$ cat src/rtl/ama_riscv_retire_profiler.sv
// Retirement profiler: saturating run statistics plus an optional FWFT trace FIFO.
// Optional trace FIFO enabled by defining PROF_TRACE_FIFO_EN.
module ama_riscv_retire_profiler #(
  parameter int CNT_W      = 32,
  parameter int FIFO_DEPTH = 16
) (
  input  logic              clk,
  input  logic              rst,
  input  logic              start,
  input  logic              ret_valid,
  input  logic [31:0]       ret_inst,
  input  logic [31:0]       ret_pc,
  input  logic              ret_branch_inst,
  input  logic              ret_branch_taken,
  input  logic              ret_bp_hit,
  input  logic [31:0]       ret_dmem_addr,
  input  logic [3:0]        ret_dmem_size,
  input  logic [31:0]       csr_tohost,
  output logic              trace_valid,
  input  logic              trace_ready,
  output logic [102:0]      trace_data,
  output logic              busy,
  output logic              done,
  output logic              err,
  output logic [CNT_W-1:0]  cnt_inst,
  output logic [CNT_W-1:0]  cnt_branch,
  output logic [CNT_W-1:0]  cnt_taken,
  output logic [CNT_W-1:0]  cnt_bp_hit,
  output logic [CNT_W-1:0]  cnt_load,
  output logic [CNT_W-1:0]  cnt_store,
  output logic [CNT_W-1:0]  cnt_drop
);

  typedef enum logic [1:0] {S_IDLE, S_RUN, S_DRAIN, S_DONE} state_t;

  state_t r_state;
  state_t w_state_nxt;

  logic w_start_acc;
  logic w_capture;
  logic w_clear;
  logic w_fifo_empty;
  logic w_is_load;
  logic w_is_store;
  logic w_is_illegal;

  logic [CNT_W-1:0] r_cnt_inst, r_cnt_branch, r_cnt_taken, r_cnt_bp_hit;
  logic [CNT_W-1:0] r_cnt_load, r_cnt_store;
  logic             r_err;

  function automatic logic [CNT_W-1:0] sat_inc(input logic [CNT_W-1:0] v, input logic en);
    return (en && !(&v)) ? v + CNT_W'(1) : v;
  endfunction

  assign w_start_acc  = start && (r_state == S_IDLE || r_state == S_DONE);
  assign w_capture    = ret_valid && (r_state == S_RUN);
  assign w_clear      = rst || w_start_acc;
  assign w_is_load    = (ret_dmem_size < 4'd4);
  assign w_is_store   = (ret_dmem_size[3:2] == 2'b01);
  assign w_is_illegal = (ret_dmem_size > 4'd8);

  always_ff @(posedge clk) begin
    if (rst) r_state <= S_IDLE;
    else     r_state <= w_state_nxt;
  end

  // NOTE: every always_comb output gets a default first so no latch is inferred.
  always_comb begin
    w_state_nxt = r_state;
    busy        = 1'b0;
    done        = 1'b0;
    case (r_state)
      S_IDLE:  if (start) w_state_nxt = S_RUN;
      S_RUN: begin
        busy = 1'b1;
        if (csr_tohost != 32'd0) w_state_nxt = S_DRAIN;
      end
      S_DRAIN: begin
        busy = 1'b1;
        if (w_fifo_empty) w_state_nxt = S_DONE;
      end
      S_DONE: begin
        done = 1'b1;
        if (start) w_state_nxt = S_RUN;
      end
      default: w_state_nxt = S_IDLE;
    endcase
  end

  always_ff @(posedge clk) begin
    if (w_clear) begin
      r_cnt_inst   <= '0;
      r_cnt_branch <= '0;
      r_cnt_taken  <= '0;
      r_cnt_bp_hit <= '0;
      r_cnt_load   <= '0;
      r_cnt_store  <= '0;
      r_err        <= 1'b0;
    end else if (w_capture) begin
      r_cnt_inst   <= sat_inc(r_cnt_inst, 1'b1);
      r_cnt_branch <= sat_inc(r_cnt_branch, ret_branch_inst);
      r_cnt_taken  <= sat_inc(r_cnt_taken, ret_branch_inst && ret_branch_taken);
      r_cnt_bp_hit <= sat_inc(r_cnt_bp_hit, ret_branch_inst && ret_bp_hit);
      r_cnt_load   <= sat_inc(r_cnt_load, w_is_load);
      r_cnt_store  <= sat_inc(r_cnt_store, w_is_store);
      if (w_is_illegal) r_err <= 1'b1;
    end
  end

  assign cnt_inst   = r_cnt_inst;
  assign cnt_branch = r_cnt_branch;
  assign cnt_taken  = r_cnt_taken;
  assign cnt_bp_hit = r_cnt_bp_hit;
  assign cnt_load   = r_cnt_load;
  assign cnt_store  = r_cnt_store;
  assign err        = r_err;

`ifdef PROF_TRACE_FIFO_EN
  localparam int PTR_W = $clog2(FIFO_DEPTH);

  logic [102:0]     r_mem [FIFO_DEPTH];
  logic [PTR_W-1:0] r_wptr, r_rptr;
  logic [PTR_W:0]   r_count;
  logic [CNT_W-1:0] r_cnt_drop;
  logic [102:0]     w_record;
  logic             w_full, w_push, w_pop, w_drop;

  assign w_record = {ret_pc, ret_inst, ret_dmem_addr, ret_dmem_size,
                     ret_branch_inst, ret_branch_taken, ret_bp_hit};
  assign w_fifo_empty = (r_count == '0);
  assign w_full       = (r_count == (PTR_W+1)'(FIFO_DEPTH));
  assign w_pop        = trace_valid && trace_ready;
  // A pop frees the slot in the same cycle, so a full FIFO still accepts.
  assign w_push       = w_capture && (!w_full || w_pop);
  assign w_drop       = w_capture && w_full && !w_pop;

  always_ff @(posedge clk) begin
    if (w_clear) begin
      r_wptr     <= '0;
      r_rptr     <= '0;
      r_count    <= '0;
      r_cnt_drop <= '0;
    end else begin
      if (w_push) r_wptr <= r_wptr + PTR_W'(1);
      if (w_pop)  r_rptr <= r_rptr + PTR_W'(1);
      case ({w_push, w_pop})
        2'b10:   r_count <= r_count + (PTR_W+1)'(1);
        2'b01:   r_count <= r_count - (PTR_W+1)'(1);
        default: r_count <= r_count;
      endcase
      r_cnt_drop <= sat_inc(r_cnt_drop, w_drop);
    end
  end

  // NOTE: storage is not reset; validity comes solely from r_count.
  always_ff @(posedge clk) begin
    if (w_push) r_mem[r_wptr] <= w_record;
  end

  assign trace_valid = !w_fifo_empty;
  assign trace_data  = trace_valid ? r_mem[r_rptr] : '0;
  assign cnt_drop    = r_cnt_drop;
`else
  logic w_unused;

  assign w_unused     = ^{trace_ready, ret_inst, ret_pc, ret_dmem_addr};
  assign w_fifo_empty = 1'b1;
  assign trace_valid  = 1'b0;
  assign trace_data   = '0;
  assign cnt_drop     = '0;
`endif

endmodule
$ cat config.mk
export PLATFORM = sky130hd
export DESIGN_NAME = ama_riscv_retire_profiler
export DESIGN_NICKNAME = d
export VERILOG_FILES = /design/src/rtl/ama_riscv_retire_profiler.sv
export SDC_FILE = /design/constraint.sdc
export NUM_CORES = 1
export LEC_CHECK = 0
export CAP_MARGIN = 20
export CORE_AREA = 2 2 180 182
export CTS_CLUSTER_DIAMETER = 150
export DETAILED_ROUTE_END_ITERATION = 8
export DIE_AREA = 0 0 182 184
export MAX_ROUTING_LAYER = met4
export PLACE_DENSITY = 0.68
export SETUP_SLACK_MARGIN = 0.4
export SKIP_CTS_REPAIR_TIMING = 1
export SYNTH_ARGS = -nofsm -noshare
export SYNTH_HDL_FRONTEND = slang
export SYNTH_SLANG_ARGS = --single-unit
$ cat constraint.sdc
create_clock -name clk -period 3.2 [get_ports clk]
set_input_delay 0.32 -clock clk [delete_from_list [all_inputs] [get_ports clk]]
set_output_delay 0.32 -clock clk [all_outputs]
set_load 0.005 [all_outputs]
Word-level counts from Yosys, hierarchy flattened
Cells that the tools add are included.
Widths: inputs -> output; s select.
Cells by class
  add/sub/neg operators: 6
  multiply operators: 0
  div/mod/pow operators: 0
  $lt $le $gt $ge: 2
  eq/ne operators: 6
  shifts and indexed selects: 0
  mux-type cells: 5
  bitwise logic cells: 1
  reduce and logical (&&, ||, !) cells: 34
Operators by type and width (number)
  $add 32x1->32 const B: 6
  $reduce_and 32->1: 6
  $reduce_bool 32->1: 1
  $reduce_and 2->1: 8
  $logic_and 1x1->1: 9
  $pmux 2 s3: 1
  $logic_not 1->1: 5
  $eq 2x1->1 const B: 2
  $eq 2x2->1 const B: 2
  $gt 4x4->1 const B: 1
  $lt 4x3->1 const B: 1
  $mux 2: 2
  $ne 2x1->1 const B: 2
  $reduce_or 2->1: 2
  $logic_not 2->1: 1
  $logic_or 1x1->1: 2
  $mux 1: 2
  $not 1->1: 1
Word-level totals
  bits in registers: 195
  bits in latches: 0
  memory bits (writable): 0
  memory bits (read-only): 0
  input bits: 140
  output and inout bits: 331
  logic and storage cells: 62
  memories kept: 0

Longest topological paths before layout
Gate-level depths: netlist of the first run.
  depth in word-level cells: 4
  depth in mapped cells: 10
  depth with buffers taken out: 8

Least setup slack after synthesis of the first run
No wires, ideal clock.
  kind: register -> register
  from: register r_cnt_inst[20], in the netlist cnt_inst[20]
  to: register r_cnt_inst[3], in the netlist cnt_inst[3]
  setup time: 128 ps
  data arrival time: 2182 ps
  data required time: 3072 ps
  path slack: 891 ps
  stages on the path, launching flop included: 9
  path buffers: 2
  clock period less this slack: 2309 ps
  path through: dfxtp_1 nand4_2 or4_4 or4_1 buf_6 buf_8 nand3_1 xor2_1 nor2_1
Between the ends
  cells in the longest elaborated chain, start to end: 3
Ends and longest elaborated chain
  start: declaration: line 47  | logic [CNT_W-1:0] r_cnt_inst, r_cnt_branch, r_cnt_taken, r_cnt_bp_hit;
  start signal: assignment: line 100  | r_cnt_inst <= sat_inc(r_cnt_inst, 1'b1);
  $reduce_and 32->1: line 52  | return (en && !(&v)) ? v + CNT_W'(1) : v;
  $not 1->1 (no line)
  $reduce_and 2->1 (no line)
Every way passes these cells.
A chain may end at the register's enable or synchronous reset.

Worst setup path after layout of the first run
  from: register r_state[0]
  to: register r_cnt_branch[29], in the netlist cnt_branch[29]
Between the ends
  cells in the longest elaborated chain, start to end: 4
  elaborated cells between the ends (all ways): 8
  classes of those cells: 2 x eq/ne; 6 x reduce/logical
Ends and longest elaborated chain
  start: declaration: line 36  | state_t r_state;
  start signal: assignment: line 64  | else r_state <= w_state_nxt;
  $eq 2x2->1 / $logic_not 2->1 (equally long branches): line 55  | assign w_start_acc = start && (r_state == S_IDLE || r_state == S_DONE);
  $logic_or 1x1->1: line 55
  $logic_and 1x1->1: line 55
  $logic_or 1x1->1: line 57  | assign w_clear = rst || w_start_acc;
  end signal: assignment: line 101  | r_cnt_branch <= sat_inc(r_cnt_branch, ret_branch_inst);
  end: declaration: line 47
Parallel ways exist; a longest one is shown, timed or not.

==> metrics.cfg, run 1 <==
[power]
p_leak_uw = 0.00454
p_switching_uw = 1400
pwr-share-clk = 0.419
power_density_mw_per_mm2 = 390
ir_drop_mv = 0.330
internal-power_uw = 3830
seqPwrFrac = 0.471
swShare = 0.269
power_uw = 5230
pwr-share-comb = 0.111

[synthesis]
synthesis.area_mm2 = 0.0104
ys_seq_area_frac = 0.376
avgSynthCellArea_um2 = 8.23
synth_edf_count = 0
synthCells = 1262
ys_types = 61
ys.warnings.count = 0
synthArstFlopShare = 0
ys_ff_latch = 195
synth_ff_type = dfxtp_1

[die]
die_width_um = 182
boundaryPins = 471
die-area_mm2 = 0.0335
start_util = 0.331
core_region_area_mm2 = 0.0314
chipHeight_um = 184
fp-row-count = 65

[cells_and_area]
antenna_cells = 0
final_common_cell = clkdlybuf4s50_1
final_cell_mix = clkdlybuf4s50_1 (237), dfxtp_1 (195), nor2_1 (186), conb_1 (136), xor2_1 (88)
final_area_mm2 = 0.0134
fin_util = 0.427
area_delta_synth_final_pct = 29.1
layout.nets = 1657
drive_gt1_frac = 0.0579
finalNonFillerCells = 1923

[timing]
finalSetupTns_ps = 0
min_period_over_period = 0.786
fin_crit_ps = 2520
hold_violations = 0
drv_slew = 0
tightest_slew_ps = 906
setup_viol = 0
fmax_mhz = 397
finalClockSkew_ps = 13.6
rsz0062_at_grt = no
max_slew_margin = 0.396

[run]
maxCapViolCount = 0

[clock_tree]
cts_root_buffer = clkbuf_16
clk_pin_slew_ps = 70
cts.sinks = 195
htreeDepth = 4
cts_tree = done
cts_max_path_buffers = 2
numCtsBuffers = 17
worstSkewPairLatency_ps = 440

[setup_path]
startpoint_type = flop
crit_path_end = cnt_branch[29]$_SDFFE_PP0P_
critical-path-top-delay-family = simple AND/OR/NAND/NOR gates
critPathKind = reg2reg
timing.rr.end = cnt_branch[29]$_SDFFE_PP0P_
r2r.worst_path.cells = 9
r2r_start = r_state[0]$_SDFFE_PP0P_
worstSetupStartpoint = r_state[0]$_SDFFE_PP0P_
endpoint_kind = flop
timing.critical_path.buf_inv = 2
cp.arrival_ps = 2850
crit_fanout = 7
reg2reg_slack_ps = 680
cpPeakStageDelay_ps = 390
critPathRequiredTime_ps = 3530
critical_path.cell_chain = ha_2 > buf_4 > and3_1 > nand4_1 > a2111oi_1 > buf_4 > nand3_1 > xor2_1 > nor2_1
crit_top_cell = buf_4
cp_slowest_cell = and3_1
crit_cells = 9

[routing]
antenna_left = 0
detail_route.wirelength_um = 28900
via_per_inst = 4.92
drt-wirelength-per-cell_um = 15.0
drt_iter0_drc = 538
route.vias.total = 9453
route.detailed.drc = 0
first_pass_iters = 5

[worst_hold_path]
min_path_type = reg2reg

[placed_design]
hpwl_um = 21500
dp.cells = 1892
placed_area_mm2 = 0.0128
port_buffers = 237
gp_congestion = 0.870

[grt]
antenna_found_initial = 0
grt_max_degree = 81
grt_pass1_vias = 8812
grt_pass1_wl_um = 45700
gr-usage-all-layers = 0.173
grt-ovfl-total = 0

[outcome]
outcome = complete, no violations

## synthesized netlist by cell type, types with 7 or more instances
master,n,area share
dfxtp_1,195,0.38
nor2_1,187,0.068
buf_4,136,0.098
xor2_1,88,0.074
nand3_1,86,0.041
nand2_1,75,0.027
nand4_1,74,0.045
xnor2_1,62,0.052
nor3_1,40,0.019
a21oi_1,36,0.017
o21ai_0,32,0.015
or3_1,32,0.019
clkbuf_1,30,0.011
nor4_1,29,0.017
and3_1,24,0.014
and4_1,24,0.020
inv_1,17,0.0061
and2_1,9,0.0054
ha_1,8,0.0096
or4_1,7,0.0051
## power by group through the flow
stage	Sequential, uW	Clock [uW]	Combinational [uW]
6_report	2460	2190	579
3_3_place_gp	2520	0	580
5_1_grt	2460	2360	648
4_1_cts	2460	2250	587
3_5_place_dp	2520	0	585
2_1_floorplan	2510	0	444
## layer usage
layer	GRT usage	routed length, um
met5	-	0
met2	0.282	14000
met4	0.0494	357
met3	0.0446	1940
met1	0.212	12700
## cell families (layout without fill, tap and decap cells)
| kind of cell | after synthesis | after routing | share of synthesized area |
|---|---|---|---|
| simple gates | 625 | 625 | 0.313 |
| compound gates | 90 | 90 | 0.0497 |
| fa+ha+maj | 8 | 8 | 0.00964 |
| flops | 195 | 195 | 0.376 |
| buf+inv | 191 | 315 | 0.123 |
| other cells | 1 | 136 | 0.000361 |
| mux | 2 | 2 | 0.00193 |
| xor+xnor | 150 | 150 | 0.127 |
## per-stage QoR
step | hold slack, ps | setup WS [ps]
2_1_floorplan | 389 | 891
3_3_place_gp | 466 | 426
3_5_place_dp | 480 | 400
4_1_cts | 496 | 474
5_1_grt | 510 | 438
6_report | 495 | 683
## state kept, by name, summed over array words and instances, names as in the netlist
signal      cells
cnt_inst       32
cnt_taken      32
cnt_store      32
r_state         2
cnt_branch     32
cnt_bp_hit     32
err             1
cnt_load       32
## how the worst min path moves through the flow
stage / from / endpoint / slack (ps) / cells past startpoint
after floorplan: rst / r_state[1]$_SDFFE_PP0P_ / 390 / 1
after global placement: err$_SDFFE_PP0P_ / err$_SDFFE_PP0P_ / 470 / 2
after detailed placement: err$_SDFFE_PP0P_ / err$_SDFFE_PP0P_ / 480 / 2
after CTS: err$_SDFFE_PP0P_ / err$_SDFFE_PP0P_ / 500 / 2
after global routing: err$_SDFFE_PP0P_ / err$_SDFFE_PP0P_ / 510 / 2
final: err$_SDFFE_PP0P_ / err$_SDFFE_PP0P_ / 500 / 2
## worst min-delay path: stages (launching register included)
cell and delay, ps:
dfxtp_1 350, a31oi_1 50, nor2_1 70
## area by class of cell
type / count / area, um^2
timing repair buffer: 267 / 2610
clock inverter: 13 / 148
tap: 402 / 503
clock buffer: 18 / 439
sequential: 195 / 3900
multi-input combinational: 1011 / 5730
fill: 3106 / 18000
inverter: 17 / 63.8
No activity file was read; power rests on OpenSTA's default activity.
==> inputs of run 2 (changes only) <==
==> constraint.sdc (replaced) <==
create_clock -name clk -period 2.5 [get_ports clk]
set_input_delay 0.25 -clock clk [delete_from_list [all_inputs] [get_ports clk]]
set_output_delay 0.25 -clock clk [all_outputs]
set_load 0.005 [all_outputs]
==> metrics.cfg, run 2 (synthesis gave the netlist of run 1 again) <==
[grt]
gr-usage-all-layers = 0.175
busiest_layer = met2
gr-usage-met2 = 0.277
met1_usage = 0.230
grt-ovfl-total = 0
grt_pass1_vias = 8434
antenna_found_initial = 0
grt_max_degree = 59
groute.layer.met3.usage = 0.0353
grt_pass1_wl_um = 45800

[setup_path]
timing.critical_path.buf_inv = 1
reg2reg_slack_ps = 370
startpoint_type = flop
cp.arrival_ps = 2470
r2r_start = cnt_inst[27]$_SDFFE_PP0P_
critical-path-top-delay-family = simple AND/OR/NAND/NOR gates
critPathKind = reg2reg
crit_fanout = 6
cp_slowest_cell = or4_4
cpPeakStageDelay_ps = 610
endpoint_kind = flop
r2r.worst_path.cells = 7
critical_path.cell_chain = nand2_2 > or4_4 > or4_4 > buf_6 > nand3_2 > xor2_1 > nor2_1
timing.rr.end = cnt_inst[10]$_SDFFE_PP0P_
crit_top_cell = or4_4
critPathRequiredTime_ps = 2830

[timing]
max_slew_margin = 0.502
finalClockSkew_ps = 14.7
finalSetupTns_ps = 0
rsz0062_at_grt = yes
setup_viol = 0
drv_slew = 0
hold_slack_ps = 488
setup_ws_ps = 366
fin_crit_ps = 2130
hold_violations = 0
tightest_slew_ps = 747
min_period_over_period = 0.854
fmax_mhz = 469

[cells_and_area]
final_cell_mix = clkdlybuf4s50_1 (237), nor2_1 (185), dfxtp_1 (158), conb_1 (136), buf_4 (92)
final_common_cell = clkdlybuf4s50_1
area_delta_synth_final_pct = 37.9
drive_gt1_frac = 0.161
layout.nets = 1725
antenna_cells = 0
finalNonFillerCells = 1992

[routing]
detail_route.wirelength_um = 30800
route.detailed.drc = 0
via_per_inst = 4.89
drt-wirelength-per-cell_um = 15.5
antenna_left = 0
first_pass_iters = 5
drt_iter0_drc = 548
route.vias.total = 9736

[power]
ir_drop_mv = 0.439
p_leak_uw = 0.00496
power_density_mw_per_mm2 = 463

[clock_tree]
cts_max_path_buffers = 2
cts_tree = done
htreeDepth = 4
cts_root_buffer = clkbuf_16
numCtsBuffers = 17
clk_pin_slew_ps = 80
worstSkewPairLatency_ps = 440
cts.sinks = 195

[worst_hold_path]
min_path_type = reg2reg
min_from = err$_SDFFE_PP0P_
holdPathStages = 2
holdPathEnd = err$_SDFFE_PP0P_

[placed_design]
gp_congestion = 0.893
dp_slack_ps = -40.4
dp.cells = 1936
hpwl_um = 22200
port_buffers = 237

[run]
maxCapViolCount = 0

[die]
boundaryPins = 471
chipHeight_um = 184
core_region_area_mm2 = 0.0314
die-area_mm2 = 0.0335
start_util = 0.331
fp-row-count = 65
die_width_um = 182

[outcome]
outcome = complete, no violations

## run 2: cell types whose count changed in the layout (fill, tap and decap cells not counted), sizes merged, moves of 2 or more
cell	change
buf	+65
bufinv	-2
clkinvlp	+3
or4	+2
## run 2: worst max-delay path by stage
stage                                     startpoint                     endpoint  slack (ps)  depth (start not counted)
after floorplan            cnt_inst[28]$_SDFFE_PP0P_     cnt_inst[3]$_SDFFE_PP0P_         390                          8
after global routing      cnt_taken[18]$_SDFFE_PP0P_   cnt_taken[30]$_SDFFE_PP0P_         280                          6
after CTS                  cnt_load[24]$_SDFFE_PP0P_     cnt_load[0]$_SDFFE_PP0P_         180                          6
after detailed placement                   ret_valid  cnt_branch[25]$_SDFFE_PP0P_         -40                          9
final                      cnt_inst[27]$_SDFFE_PP0P_    cnt_inst[10]$_SDFFE_PP0P_         370                          7
after global placement                     ret_valid  cnt_branch[25]$_SDFFE_PP0P_          -1                          9
## run 2: layer usage
layer,part of all wire,vias up
met3,0.055,25
met2,0.47,323
li1,-,4768
met5,0,-
met1,0.46,4620
met4,0.012,0
## run 2: stage by stage
stage	utilization	instance area [um^2]	power, uW
4_1_cts	0.439	13800	6710
6_report	0.456	14300	6620
2_1_floorplan	-	11000	3820
3_3_place_gp	0.422	13200	4030
5_1_grt	0.456	14300	6930
3_5_place_dp	0.422	13200	4040
## run 2: area by class of cell
cell class	instances	area (um^2)
Fill cell	3043	17100
Multi-Input combinational cell	1014	6110
Sequential cell	195	3980
Timing Repair Buffer	332	3110
Tap cell	402	503
Clock buffer	19	443
Clock inverter	13	101
Inverter	17	63.8
## run 2: worst reg2reg max path: cells and delay by family (launching register included)
kind          cells  cell delay [ps]
flops             1              360
xor+xnor          1              160
simple gates      5             1370
buf+inv           1              150
## run 2: power by group
group	switching, uW	internal (uW)	leakage, uW
Combinational	524	305	0.00311
Clock	1340	1320	0.000257
Sequential	23.2	3120	0.00159
==> inputs of run 3 (changes only) <==
--- a/config.mk
+++ b/config.mk
@@ -6,12 +6,13 @@
 export NUM_CORES = 1
 export LEC_CHECK = 0
 export CAP_MARGIN = 20
-export CORE_AREA = 2 2 180 182
+export CORE_AREA = 2 2 184 186
+export CTS_BUF_LIST = sky130_fd_sc_hd__clkbuf_2
 export CTS_CLUSTER_DIAMETER = 150
 export DETAILED_ROUTE_END_ITERATION = 8
-export DIE_AREA = 0 0 182 184
+export DIE_AREA = 0 0 186 188
 export MAX_ROUTING_LAYER = met4
-export PLACE_DENSITY = 0.68
+export PLACE_DENSITY = 0.66
 export SETUP_SLACK_MARGIN = 0.4
 export SKIP_CTS_REPAIR_TIMING = 1
 export SYNTH_ARGS = -nofsm -noshare
==> metrics.cfg, run 3 (synthesis gave the netlist of run 1 again) <==
[outcome]
outcome = complete, no violations

[clock_tree]
clk_pin_slew_ps = 310
cts_root_buffer = clkbuf_2
cts_max_path_buffers = 2
worstSkewPairLatency_ps = 900
cts_tree = done
htreeDepth = 4
numCtsBuffers = 17
cts.sinks = 195

[setup_path]
cp.arrival_ps = 3050
timing.critical_path.buf_inv = 0
startpoint_type = flop
crit_fanout = 6
endpoint_kind = flop
cpPeakStageDelay_ps = 770
critPathKind = reg2reg
cp_slowest_cell = or4_2
critPathRequiredTime_ps = 3280
critical-path-top-delay-family = simple AND/OR/NAND/NOR gates
critical_path.cell_chain = nand2_2 > or4_4 > or4_2 > nand3_1 > xor2_1 > nor2_1

[grt]
grt_pass1_vias = 8651
grt_max_degree = 57
grt_pass1_wl_um = 45400
grt-ovfl-total = 0
gr-usage-all-layers = 0.167
antenna_found_initial = 2

[timing]
rsz0062_at_grt = yes
drv_slew = 0
tightest_slew_ps = 675
hold_violations = 0
fin_crit_ps = 2270
setup_viol = 0
max_slew_margin = 0.550
fmax_mhz = 441
min_period_over_period = 0.908
finalClockSkew_ps = 62.8

[die]
chipHeight_um = 188
die_width_um = 186
start_util = 0.314
boundaryPins = 471
core_region_area_mm2 = 0.0331
die-area_mm2 = 0.0350
fp-row-count = 67

[routing]
highest_layer = met4
antenna_left = 0
wl_met1_um = 14400
detail_route.wirelength_um = 33500
route.vias.total = 10600
routed-wl-met3_um = 2080
route.detailed.drc = 0
drt_iter0_drc = 474
wl_met2_um = 16400
first_pass_iters = 5
drt-wirelength-per-cell_um = 15.2
via_per_inst = 4.80

[run]
maxCapViolCount = 0

[placed_design]
placed_area_mm2 = 0.0132
hpwl_um = 21900
gp_congestion = 0.859
port_buffers = 237

[power]
ir_drop_mv = 0.231
power_density_mw_per_mm2 = 346
p_leak_uw = 0.00944

[cells_and_area]
final_cell_mix = buf_4 (257), dlymetal6s2s_1 (189), nor2_1 (184), conb_1 (136), dfxtp_4 (135)
final_area_mm2 = 0.0163
fin_util = 0.493
area_delta_synth_final_pct = 57.1
layout.nets = 1894
drive_gt1_frac = 0.326
final_common_cell = buf_4

[worst_hold_path]
min_path_type = in2reg

==> run 3: cell types whose count changed in the layout (fill, tap and decap cells not counted), moves of 17 or more <==
cell,previous run,this run
dfxtp_1,158,2
dfxtp_2,25,58
clkbuf_16,17,0
clkdlybuf4s50_1,237,48
buf_4,92,257
dfxtp_4,12,135
clkbuf_2,0,17
dlymetal6s2s_1,0,189
==> run 3: metrics by stage <==
step                cells  power, uW  TNS (ps)  hold slack (ps)  setup slack [ps]
global placement     1972       4010      -313              466              -106
global route         2208       5970         0             50.9               138
detailed placement   1972       4020      -328              472             -89.1
floorplan            1397       3820         0              312               392
finish               2208       5650         0              142               231
CTS                  2003       5810         0             -120              6.28
==> run 3: final cells by class <==
class	instances	area, um^2
tap	448	561
clock buffer	17	85.1
timing repair buffer	500	4850
clock inverter	14	168
inverter	17	63.8
multi-input combinational	1015	6100
sequential	195	4480
antenna	2	5.00
fill	3062	16800
==> run 3: path summary, 6_finish.rpt <==
| kind | from | endpoint | slack (ps) | depth (start not counted) |
|---|---|---|---|---|
| hold reg to reg | cnt_inst[31]$_SDFFE_PP0P_ | cnt_inst[31]$_SDFFE_PP0P_ | 510 | 2 |
| setup / recovery | cnt_inst[24]$_SDFFE_PP0P_ | cnt_inst[3]$_SDFFE_PP0P_ | 230 | 6 |
| hold / removal | ret_dmem_size[3] | err$_SDFFE_PP0P_ | 140 | 3 |
| setup reg to reg | cnt_inst[24]$_SDFFE_PP0P_ | cnt_inst[3]$_SDFFE_PP0P_ | 230 | 6 |
==> run 3: where the power goes <==
group          internal, uW  total, uW  switching, uW
clock                   500       1760           1260
sequential             3000       3020           18.9
combinational           336        873            537
==> run 3: worst min-delay path: stages <==
cell and delay (ps):
clkdlybuf4s50_1 540, a31oi_1 180, nor2_1 50
==> run 3: per-layer routing <==
layer	vias up	track usage
met5	-	-
met4	0	0.0482
met3	47	0.0398
met2	380	0.265
met1	5048	0.211
li1	5125	-
